**src/rtl/wb_arbiter_pkg.sv**
```systemverilog
// Shared cpu types for the writeback arbiter slice: register address, data word
// and the queued write request.
package wb_arbiter_pkg;

    localparam int REG_ADDR_W = 5;
    localparam int DATA_W     = 32;

    typedef logic [DATA_W-1:0]     uint32_t;
    typedef logic [REG_ADDR_W-1:0] reg_addr_t;

    typedef struct packed {
        reg_addr_t addr;
        uint32_t   data;
    } wb_req_t;

    function automatic logic is_zero_reg(input reg_addr_t a);
        return a == '0;
    endfunction

endpackage

```
**src/rtl/wb_fifo.sv**
```systemverilog
// Small queue of pending mul/div writebacks. Entries and valid bits are exported
// so the parent can build the pending-write mask and forwarding lookups.
module wb_fifo
    import wb_arbiter_pkg::*;
#(
    parameter int DEPTH = 4
) (
    input  logic                  clk,
    input  logic                  rst,
    input  logic                  push,
    input  wb_req_t               push_data,
    input  logic                  pop,
    output wb_req_t               head,
    output logic                  full,
    output logic                  empty,
    output wb_req_t [DEPTH-1:0]   entries,
    output logic    [DEPTH-1:0]   valid
);

    localparam int IDX_W = $clog2(DEPTH);
    localparam int PTR_W = IDX_W + 1;

    logic    [PTR_W-1:0] wr_ptr;
    logic    [PTR_W-1:0] rd_ptr;
    wb_req_t [DEPTH-1:0] mem;
    logic    [DEPTH-1:0] valid_q;
    logic                push_ok;
    logic                pop_ok;

    // The extra pointer bit distinguishes full from empty when the indices match.
    assign full    = (wr_ptr[PTR_W-1] != rd_ptr[PTR_W-1]) &&
                     (wr_ptr[IDX_W-1:0] == rd_ptr[IDX_W-1:0]);
    assign empty   = (wr_ptr == rd_ptr);
    assign push_ok = push && !full;
    assign pop_ok  = pop && !empty;

    assign head    = mem[rd_ptr[IDX_W-1:0]];
    assign entries = mem;
    assign valid   = valid_q;

    always_ff @(posedge clk or negedge rst) begin
        if (!rst) begin
            wr_ptr  <= '0;
            rd_ptr  <= '0;
            valid_q <= '0;
            mem     <= '0;
        end else begin
            if (push_ok) begin
                mem[wr_ptr[IDX_W-1:0]]     <= push_data;
                valid_q[wr_ptr[IDX_W-1:0]] <= 1'b1;
                wr_ptr                     <= wr_ptr + PTR_W'(1);
            end
            if (pop_ok) begin
                valid_q[rd_ptr[IDX_W-1:0]] <= 1'b0;
                rd_ptr                     <= rd_ptr + PTR_W'(1);
            end
        end
    end

endmodule

```
**src/rtl/wb_arbiter.sv**
```systemverilog
// Writeback arbiter merging the in-order pipeline with queued mul/div results onto
// one register file write port. Define WB_BYPASS_EN to forward pending write data.
module wb_arbiter
    import wb_arbiter_pkg::*;
#(
    parameter int N_REG        = 32,
    parameter int FIFO_DEPTH   = 4,
    parameter int STARVE_LIMIT = 7,
    parameter int READ_PORTS   = 2
) (
    input  logic                             clk,
    input  logic                             rst,
    input  logic                             pipe_we,
    input  reg_addr_t                        pipe_waddr,
    input  uint32_t                          pipe_wrdata,
    input  logic                             md_valid,
    input  reg_addr_t                        md_waddr,
    input  uint32_t                          md_wrdata,
    output logic                             md_ready,
    output logic                             stall_req,
    output logic                             we,
    output reg_addr_t                        waddr,
    output uint32_t                          wrdata,
    output logic      [N_REG-1:0]            pend_mask,
    input  reg_addr_t [READ_PORTS-1:0]       byp_raddr,
    output logic      [READ_PORTS-1:0]       byp_hit,
    output uint32_t   [READ_PORTS-1:0]       byp_data
);

    localparam int CNT_W = $clog2(STARVE_LIMIT + 1);

    wb_req_t                  fifo_head;
    wb_req_t [FIFO_DEPTH-1:0] fifo_entries;
    logic    [FIFO_DEPTH-1:0] fifo_valid;
    logic                     fifo_full;
    logic                     fifo_empty;
    logic                     fifo_push;
    logic                     fifo_pop;
    logic                     pipe_valid;
    logic    [CNT_W-1:0]      starve_cnt;

    // Writes to register 0 complete the handshake but are never queued.
    assign md_ready   = !fifo_full;
    assign fifo_push  = md_valid && !fifo_full && !is_zero_reg(md_waddr);
    assign pipe_valid = pipe_we && !is_zero_reg(pipe_waddr);
    assign stall_req  = (starve_cnt == CNT_W'(STARVE_LIMIT));
    assign fifo_pop   = !fifo_empty && (stall_req || !pipe_valid);

    wb_fifo #(
        .DEPTH (FIFO_DEPTH)
    ) u_fifo (
        .clk       (clk),
        .rst       (rst),
        .push      (fifo_push),
        .push_data ('{addr: md_waddr, data: md_wrdata}),
        .pop       (fifo_pop),
        .head      (fifo_head),
        .full      (fifo_full),
        .empty     (fifo_empty),
        .entries   (fifo_entries),
        .valid     (fifo_valid)
    );

    // The FIFO head wins whenever starvation forces a stall; the held pipeline
    // write is re-presented by the pipeline on the following cycle.
    always_ff @(posedge clk or negedge rst) begin
        if (!rst) begin
            we         <= 1'b0;
            waddr      <= '0;
            wrdata     <= '0;
            starve_cnt <= '0;
        end else begin
            if (fifo_pop) begin
                we     <= 1'b1;
                waddr  <= fifo_head.addr;
                wrdata <= fifo_head.data;
            end else if (pipe_valid) begin
                we     <= 1'b1;
                waddr  <= pipe_waddr;
                wrdata <= pipe_wrdata;
            end else begin
                we     <= 1'b0;
            end

            if (fifo_empty || fifo_pop) begin
                starve_cnt <= '0;
            end else begin
                starve_cnt <= starve_cnt + CNT_W'(1);
            end
        end
    end

    always_comb begin
        pend_mask = '0;
        for (int e = 0; e < FIFO_DEPTH; e++) begin
            if (fifo_valid[e]) begin
                pend_mask[fifo_entries[e].addr] = 1'b1;
            end
        end
        if (we) begin
            pend_mask[waddr] = 1'b1;
        end
        pend_mask[0] = 1'b0;
    end

`ifdef WB_BYPASS_EN
    // At most one write per register is ever pending, so matches can be OR-merged.
    always_comb begin
        byp_hit  = '0;
        byp_data = '0;
        for (int p = 0; p < READ_PORTS; p++) begin
            if (!is_zero_reg(byp_raddr[p])) begin
                for (int e = 0; e < FIFO_DEPTH; e++) begin
                    if (fifo_valid[e] && (fifo_entries[e].addr == byp_raddr[p])) begin
                        byp_hit[p]  = 1'b1;
                        byp_data[p] = byp_data[p] | fifo_entries[e].data;
                    end
                end
                if (we && (waddr == byp_raddr[p])) begin
                    byp_hit[p]  = 1'b1;
                    byp_data[p] = byp_data[p] | wrdata;
                end
            end
        end
    end
`else
    logic unused_byp;

    assign byp_hit    = '0;
    assign byp_data   = '0;
    assign unused_byp = ^{byp_raddr, fifo_entries};
`endif

endmodule

```
**config.mk**
```make
export PLATFORM = sky130hd
export DESIGN_NAME = wb_arbiter
export DESIGN_NICKNAME = d
export VERILOG_FILES = /design/src/rtl/wb_arbiter_pkg.sv /design/src/rtl/wb_fifo.sv /design/src/rtl/wb_arbiter.sv
export SDC_FILE = /design/constraint.sdc
export NUM_CORES = 1
export LEC_CHECK = 0
export CORE_ASPECT_RATIO = 0.8
export CORE_MARGIN = 2
export CORE_UTILIZATION = 55
export DETAILED_ROUTE_END_ITERATION = 10
export GPL_ROUTABILITY_DRIVEN = 0
export PLACE_DENSITY = 0.95
export SYNTH_ARGS = -nofsm -noshare
export SYNTH_HDL_FRONTEND = slang
export SYNTH_SLANG_ARGS = --single-unit
```
**constraint.sdc**
```tcl
create_clock -name clk -period 4.3 [get_ports clk]
set_input_delay 0.43 -clock clk [delete_from_list [all_inputs] [get_ports clk]]
set_output_delay 0.43 -clock clk [all_outputs]
set_load 0.01 [all_outputs]
```
==> out/results.ini <==
[synthesis]
ys_seq_area_frac = 0.4531
yosys_warnings = 0
netlist_area_mm2 = 0.01099
async_flop_share = 1.000
synth_area_leaders = dfrtp_1, mux2_4, mux2_2
yosys.area.top_type = dfrtp_1
synth_cells = 856
avgSynthCellArea_um2 = 12.84
synth_ff_type = dfrtp_1
synth-edff-count = 0
synth_top_area_share = 0.4531
yosysUniqueCellTypes = 40
synth-seq-cells = 199

[floorplanning]
die_x_um = 162.0
rows = 46
io_pins = 226
start_util = 0.5584
die_area_mm2 = 0.02114
die_y_um = 130.4
core_region_area_mm2 = 0.01968

[sta]
rsz0062_at_grt = false
finalCritPeriodShare = 0.7063
timing.final.crit_period_ns = 3.037
hold_viol = 0
tightestPinTransition_ns = 1.076
finalClockSkew_ns = 0.01106
max_freq_mhz = 329.3
setup_viol = 0
slew_headroom = 0.2816
drv_slew = 0
fin_setup_tns_ns = 0

[drt]
drc = 0
via_count = 7846
drt_first_iter_violations = 1238
via_per_inst = 6.297
avgRoutedWirePerCell_um = 22.17
ant_nets = 0
dr.pass1.iters = 8
routed_wl_um = 27630

[global_routing]
grt_pass1_vias = 8036
antenna_found_initial = 1
grt_pass1_wl_um = 43500
grt.total_usage = 0.2664
grt_max_degree = 124
overflow = 0

[pwr]
p_leak_nw = 5.295
power.total_mw = 10.48
power.density_mw_per_mm2 = 809.9
vdd_drop_max_uv = 399.3

[finish]
final_area_mm2 = 0.01294
layout_common_cells = dfrtp_1, clkdlybuf4s50_1, mux2_2
syn_to_final_growth_pct = 17.74
fin_cells = 1246
drive_gt1_frac = 0.2872
n_fill_cell = 1376
layout_commonest_cell = dfrtp_1
nNetsFinal = 1067
diodes = 0

[worst_setup_path]
worstSetupEndpointType = flip-flop
worstPathRequired_ns = 4.62
critPathKind = reg2reg
cp.arrival_ns = 3.36
rr_worst_depth = 5
start_kind = flip-flop
critPathMaxFanout = 24

[run]
drv_cap = 0

[placement]
port_buffers = 148
dpl-instance-area_mm2 = 0.01233
dp_cells = 1214
place_hpwl_um = 18300

[clock_network]
htreeDepth = 4
post_cts_buffers = 0
clock-sinks = 199
postCtsResizedCells = 0
cts_buffer_depth = 2
cts_hold_buffers = 0
path_clk_slew_ns = 0.08
cts_tree = yes
clk-insertion-delay-late_ns = 0.44
ctsRootBufferMaster = clkbuf_16
numCtsBuffers = 17

[status]
status = completed

[min_path]
hold_class = in2async

synth_stat cells (15+ instances only):
| library cell | instances |
|---|---|
| dfrtp_1 | 199 |
| mux4_2 | 37 |
| nand3b_1 | 23 |
| nor2_1 | 38 |
| o221ai_1 | 15 |
| mux2_4 | 67 |
| a22oi_1 | 30 |
| nand3_1 | 30 |
| mux2_2 | 83 |
| nand2_1 | 20 |
| o221a_2 | 34 |
| nor3b_1 | 20 |
| or3_1 | 35 |
| clkbuf_1 | 36 |
| o22ai_1 | 17 |
| buf_4 | 67 |
layout make-up:
| class | instances | area, um2 | share of cell area |
|---|---|---|---|
| clock buffers | 17 | 425.4 | 0.03288 |
| clock inverters | 15 | 181.4 | 0.01402 |
| inverters | 6 | 22.52 | 0.001740 |
| multi-input cells | 586 | 5405 | 0.4177 |
| flip-flops and latches | 199 | 4982 | 0.3850 |
| well taps | 264 | 330.3 | 0.02553 |
| repair buffers | 159 | 1593 | 0.1231 |
metrics by stage:
step / hold slack [ns] / setup slack (ns) / util
2_1_floorplan: 0.1344 / 2.237 / -
3_3_place_gp: 0.4368 / 1.112 / 0.6266
3_5_place_dp: 0.4442 / 1.026 / 0.6266
4_1_cts: 0.1700 / 1.267 / 0.6574
5_1_grt: 0.2040 / 1.108 / 0.6574
6_report: 0.1170 / 1.263 / 0.6574
cells by family after synthesis:
kind of cell | after synthesis | share of synthesized area
AO/OA/AOI/OAI | 111 | 0.08721
XOR/XNOR | 7 | 0.005578
flip-flops | 199 | 0.4531
other | 1 | 0.0003412
AND/OR/NAND/NOR | 204 | 0.1094
multiplexers | 187 | 0.2524
adder cells (fa/ha/maj) | 10 | 0.01138
buffers and inverters | 137 | 0.08060
state kept, by name (all words and copies together) (netlist names):
register and flops:
u_fifo.valid 4, u_fifo.rd_ptr 3, starve_cnt 3, u_fifo.wr_ptr 3, we 1, u_fifo.entries 148, wrdata 32, waddr 5
power breakdown:
part           total, mW  internal, mW  switching [mW]  leakage (nW)
clock network       1.64         0.885           0.758         0.298
logic               5.06          2.91            2.15          2.65
registers           3.77          2.84           0.931          2.35
layer usage:
metal / wire [um] / part of all wire / track usage / vias up
met5: 0 / 0 / 0 / -
met4: 568 / 0.021 / 0.07236 / 0
met3: 2463 / 0.089 / 0.06660 / 74
met2: 13190 / 0.48 / 0.4390 / 476
met1: 11410 / 0.41 / 0.3577 / 3988
li1: - / - / - / 3308
path summary, 6_finish.rpt:
kind	startpoint	endpoint	slack, ns
setup / recovery	u_fifo.rd_ptr[2]	u_fifo.entries[40]	1.26
hold / removal	rst	u_fifo.entries[78]	0.12
setup reg to reg	u_fifo.rd_ptr[2]	u_fifo.entries[40]	1.26
hold reg to reg	starve_cnt[0]	starve_cnt[0]	0.46
max in group asynchronous	rst	u_fifo.entries[12]	3.23
min in group clk	starve_cnt[0]	starve_cnt[0]	0.46
worst max-delay path, cell delays in order (launching register included):
cell,delay [ns]
dfrtp_1,0.41
xnor2_1,0.25
and3b_1,0.36
nor3b_4,0.94
buf_4,0.56
mux2_2,0.40
Power figures use the tool's default switching activity.
